**config.mk**
```make
export PLATFORM = sky130hd
export DESIGN_NAME = run_burst_gen
export DESIGN_NICKNAME = d
export VERILOG_FILES = /design/src/rtl/run_burst_gen.sv
export SDC_FILE = /design/constraint.sdc
export NUM_CORES = 1
export LEC_CHECK = 0
export CORE_ASPECT_RATIO = 0.8
export CORE_MARGIN = 2
export CORE_UTILIZATION = 40
export CTS_CLUSTER_DIAMETER = 60
export CTS_CLUSTER_SIZE = 20
export DETAILED_ROUTE_END_ITERATION = 12
export HOLD_SLACK_MARGIN = 0.02
export PLACE_DENSITY = 0.59
export SLEW_MARGIN = 20
export SYNTH_ARGS = -nofsm -noshare
export SYNTH_HDL_FRONTEND = slang
export SYNTH_SLANG_ARGS = --single-unit
export TNS_END_PERCENT = 30
```
**constraint.sdc**
```tcl
create_clock -name clk -period 5.45 [get_ports clk]
set_clock_uncertainty 0.15 [all_clocks]
set_input_delay 0.545 -clock clk [delete_from_list [all_inputs] [get_ports clk]]
set_output_delay 0.545 -clock clk [all_outputs]
set_load 0.03 [all_outputs]
```
**src/rtl/run_burst_gen.sv**
```systemverilog
// Serial burst generator: queues burst-length requests and emits each as a run of
// high cycles followed by a low gap sized so the downstream stretcher can return to idle.
module run_burst_gen #(
  parameter int LEN_W     = 5,
  parameter int DEPTH     = 4,
  parameter int CLAMP     = 24,
  parameter int GAP_EXTRA = 2
) (
  input  logic                     clk,
  input  logic                     reset,
  input  logic                     req_valid,
  input  logic [LEN_W-1:0]         req_len,
  output logic                     req_ready,
  output logic                     ser_out,
  output logic                     busy,
  output logic [$clog2(DEPTH):0]   fifo_count,
  output logic                     zero_len
);
  localparam int PW = $clog2(DEPTH);
  localparam int CW = PW + 1;

  typedef enum logic [1:0] {IDLE = 2'd0, HIGH = 2'd1, GAP = 2'd2} state_t;

  state_t                      state_q;
  logic [LEN_W-1:0]            cnt_q, gap_q;
  logic                        ser_q;
  logic [DEPTH-1:0][LEN_W-1:0] mem_q, mem_d;
  logic [PW-1:0]               wr_ptr_q, wr_ptr_d, rd_ptr_q, rd_ptr_d;
  logic [CW-1:0]               count_q, count_d;
  logic                        ready_q, ready_d;
  logic                        zero_q, zero_d;
  logic                        accept, push, pop;
  logic [LEN_W-1:0]            head_len, head_gap;
  int                          clamp_i;

  assign accept   = req_valid & ready_q;
  assign push     = accept & (req_len != '0);
  assign pop      = (count_q != '0) &&
                    ((state_q == IDLE) || ((state_q == GAP) && (cnt_q == '0)));
  assign head_len = mem_q[rd_ptr_q];

  // Only the gap is clamped; the burst itself always runs its full length.
  always_comb begin
    clamp_i  = (int'(head_len) > CLAMP) ? CLAMP : int'(head_len);
    head_gap = LEN_W'((clamp_i >> 2) + GAP_EXTRA);
  end

  always_comb begin
    mem_d    = mem_q;
    wr_ptr_d = wr_ptr_q;
    rd_ptr_d = rd_ptr_q;
    count_d  = count_q;
    if (push) begin
      mem_d[wr_ptr_q] = req_len;
      wr_ptr_d        = wr_ptr_q + PW'(1);
    end
    if (pop) rd_ptr_d = rd_ptr_q + PW'(1);
    if (push && !pop)      count_d = count_q + CW'(1);
    else if (pop && !push) count_d = count_q - CW'(1);
    // Ready follows the post-edge occupancy, so a pop never frees a slot in the same cycle.
    ready_d = (count_d != CW'(DEPTH));
    zero_d  = accept & (req_len == '0);
  end

  always_ff @(posedge clk or posedge reset) begin
    if (reset) begin
      mem_q    <= '0;
      wr_ptr_q <= '0;
      rd_ptr_q <= '0;
      count_q  <= '0;
      ready_q  <= 1'b0;
      zero_q   <= 1'b0;
    end else begin
      mem_q    <= mem_d;
      wr_ptr_q <= wr_ptr_d;
      rd_ptr_q <= rd_ptr_d;
      count_q  <= count_d;
      ready_q  <= ready_d;
      zero_q   <= zero_d;
    end
  end

  always_ff @(posedge clk or posedge reset) begin
    if (reset) begin
      state_q <= IDLE;
      cnt_q   <= '0;
      gap_q   <= '0;
      ser_q   <= 1'b0;
    end else begin
      case (state_q)
        IDLE: begin
          if (pop) begin
            state_q <= HIGH;
            cnt_q   <= head_len - 1'b1;
            gap_q   <= head_gap;
            ser_q   <= 1'b1;
          end
        end
        HIGH: begin
          if (cnt_q != '0) begin
            cnt_q <= cnt_q - 1'b1;
          end else begin
            state_q <= GAP;
            cnt_q   <= gap_q - 1'b1;
            ser_q   <= 1'b0;
          end
        end
        GAP: begin
          if (cnt_q != '0) begin
            cnt_q <= cnt_q - 1'b1;
          end else if (pop) begin
            state_q <= HIGH;
            cnt_q   <= head_len - 1'b1;
            gap_q   <= head_gap;
            ser_q   <= 1'b1;
          end else begin
            state_q <= IDLE;
          end
        end
        default: begin
          state_q <= IDLE;
          ser_q   <= 1'b0;
        end
      endcase
    end
  end

  assign req_ready  = ready_q;
  assign ser_out    = ser_q;
  assign zero_len   = zero_q;
  assign fifo_count = count_q;
  assign busy       = (state_q != IDLE) || (count_q != '0);
endmodule
```
==> results by group <==
Clocking
  – Post CTS Setup Buffer Count: 0
  – Clk slew on worst S/H paths: 0.08 ns
  – Clk_lat worst skew: 0.30 ns
  – Largest buffer count on any clock path: 2
  – Clock sink total: ~40
  – TritonCTS Buffers: 5
  – Cts hold-fix bufs: 0
  – Root buf cell: clkbuf_8
  – H-tree level count: 2
  – CTS tree: done
  – CTS resizes: 0

Logic synthesis
  – Post-Syn Instances: 210
  – EDFF count, synth: 0
  – Post-synthesis sequential area ratio: 0.4327
  – Ys async rst share: 1.000
  – Netlist cell types: 50
  – Syn Nets: approximately 230
  – Post-synth top flop: dfrtp_1
  – Syn_area_per_cell: between 10 and 15 µm²
  – Register bit total from synthesis: between 40 and 50
  – Area of the mapped netlist: 2371 µm²
  – Warnings, synthesis: 0

Placed design
  – # placed instances: 300
  – RePlAce Congestion: 0.8072
  – Post-placement worst setup slack: between 2 and 3 ns
  – Dpl hpwl: around 3200 µm
  – PortBufs: 14
  – DP Area: around 2600 µm²

STA
  – Slew @ Worst Pin: 0.8786 ns
  – Pins Over Slew Limit: 0
  – Final setup violation count: 0
  – Unrepaired setup endpoints after global routing: false
  – Max Fclk: between 300 and 400 MHz
  – Final period util: 0.5312
  – Final hold vios: 0
  – Rel. slew slack: 0.4118
  – Final setup margin: approximately 2.6 ns
  – Min cycle time layout: slightly below 3 ns
  – Fin Setup TNS: 0 ns

Pwr
  – Worst vdd ir: between 0.2 and 0.25 mV
  – Power Dens Cells: ~700 nW/µm²
  – Switching power: roughly 0.00077 W
  – Clock network power share: 0.134
  – Combinational Power Share: 0.555
  – P_int: 0.001120 W
  – Power Total: ~0.0019 W
  – Leakage power: around 1.2 nW
  – Sequential Power Share: 0.311
  – Sw Ratio: 0.4060

Global routing
  – GR Util met3: 0.02789
  – M2 GR Usage: 0.2356
  – Vias in the first global route: between 1500 and 2000
  – Largest net degree at the start of global routing: 42
  – Initial antenna violation count: 0
  – Grt met1 use: 0.2174
  – Grt ovf: 0
  – First-pass GRT wire length: 7935 µm
  – Gr usage total: 0.1519
  – GRT busiest layer: met2

Worst setup path
  – Crit Path Max Fanout: 15
  – Crit path kind: flop to flop
  – Startpoint Class: flop
  – Crit path arrival time: just under 3 ns
  – Critical path required time: 5.48 ns
  – Setup crit end kind: flop

Route
  – Remaining antenna violation count: 0
  – Via density: around 5.2
  – # DRC: 0
  – Post-Route WL: ~4600 µm
  – DRT Pass-1 Iters: 4
  – First-iteration detailed-routing DRC count: 61
  – Vias: between 1500 and 2000
  – WL per Instance: 15.00 µm

Hold path
  – Min-Delay Path Class: flop to flop

Floorplan
  – Die height: approximately 73 µm
  – Die area: approximately 6600 µm²
  – Starting Density: 0.4075
  – Core box area: between 5000 and 6000 µm²
  – Die Width: 90.08 µm
  – # IOs: 15
  – FP Rows: 25

Final layout
  – Non-Filler Instances: between 300 and 400
  – Fill cell count: roughly 570
  – Layout Area Growth over Synthesis: 13.98%
  – Nets: 249
  – Most frequent cells in the layout: dfrtp_1, mux2_2, inv_1, ha_1
  – Share of post-route cells with drive strength above 1: 0.1894
  – Commonest non-fill, non-tap cell in the layout: dfrtp_1
  – # diodes: 0
  – Design Area, Final: roughly 2700 µm²

Flow run
  – Max cap viols: 0

Status
  – Status: finished, final reports clean
## flip-flops by register name, indices dropped and copies added (netlist names), 2 cells and up
| signal | flops |
|---|---|
| fifo_count | 3 |
| rd_ptr_q | 2 |
| gap_q | 4 |
| state_q | 2 |
| cnt_q | 5 |
| wr_ptr_q | 2 |
| mem_q | 20 |
## cell usage after synthesis (3+ instances only)
master,number,area [µm²]
inv_1,15,56.30
mux2_2,22,247.7
nor3_1,7,35.03
nor2b_1,4,25.02
nand3_1,3,15.01
o21ai_0,6,30.03
clkbuf_1,3,11.26
nor2_1,13,48.80
a21oi_1,7,35.03
ha_1,15,187.7
nand2_1,14,52.55
dfrtp_1,41,1026
xnor2_1,10,87.58
a221o_1,3,30.03
mux4_2,5,112.6
## per-stage QoR
stage	hold slack (ns)	utilization
final	0.3585	0.4645
after global routing	0.3697	0.4645
after CTS	0.3588	0.4645
after detailed placement	0.3390	0.4454
after global placement	0.3338	0.4454
after floorplan	0.3239	-
## kinds of logic (layout without fill, tap and decap cells)
family,after synthesis,after routing,synth area share
AND/OR/NAND/NOR,55,55,0.1277
flip-flops,41,41,0.4327
AO/OA/AOI/OAI,37,37,0.1203
multiplexers,29,29,0.1604
buffers and inverters,22,39,0.03905
adder cells (fa/ha/maj),15,15,0.07916
XOR/XNOR,11,11,0.04063
## area by class of cell
cell class                      instances  area, µm²  share of cell area
Clock buffer                            6      72.57             0.02685
Clock inverter                          2      38.79             0.01435
Inverter                               15      56.30             0.02083
Multi-Input combinational cell        147       1252              0.4634
Sequential cell                        41       1026              0.3796
Tap cell                               81      101.3             0.03750
Timing Repair Buffer                   16      155.1             0.05741
## critical path: stages (launching register included)
cell,delay (ns)
dfrtp_1,0.41
inv_1,0.08
ha_1,0.25
nor4b_4,0.76
a21oi_2,0.25
or2_4,0.31
a21o_1,0.22
a221o_1,0.35
## final timing paths
kind | start | endpoint | slack [ns] | cells past startpoint
min in group asynchronous | reset | mem_q[4] | 0.52 | 3
worst max-delay path | cnt_q[0] | cnt_q[4] | 2.56 | 7
worst max register to register | cnt_q[0] | cnt_q[4] | 2.56 | 7
max in group asynchronous | reset | gap_q[2] | 4.25 | 3
worst min-delay path | mem_q[10] | mem_q[10] | 0.36 | 1
worst min register to register | mem_q[10] | mem_q[10] | 0.36 | 1
## routing by layer
layer,share of wire,up-vias
li1,-,787
met5,0,-
met1,0.53,784
met3,0.020,4
met2,0.44,16
met4,0.0076,0
## power by group through the flow
stage	clock network [W]	logic, W	registers (W)
global route	0.000269	0.00118	0.000608
global placement	0	0.00104	0.000590
finish	0.000253	0.00105	0.000586
floorplan	0	0.000834	0.000574
detailed placement	0	0.00104	0.000595
CTS	0.000260	0.00105	0.000589
Note: power is estimated with default switching activity, not from simulation.
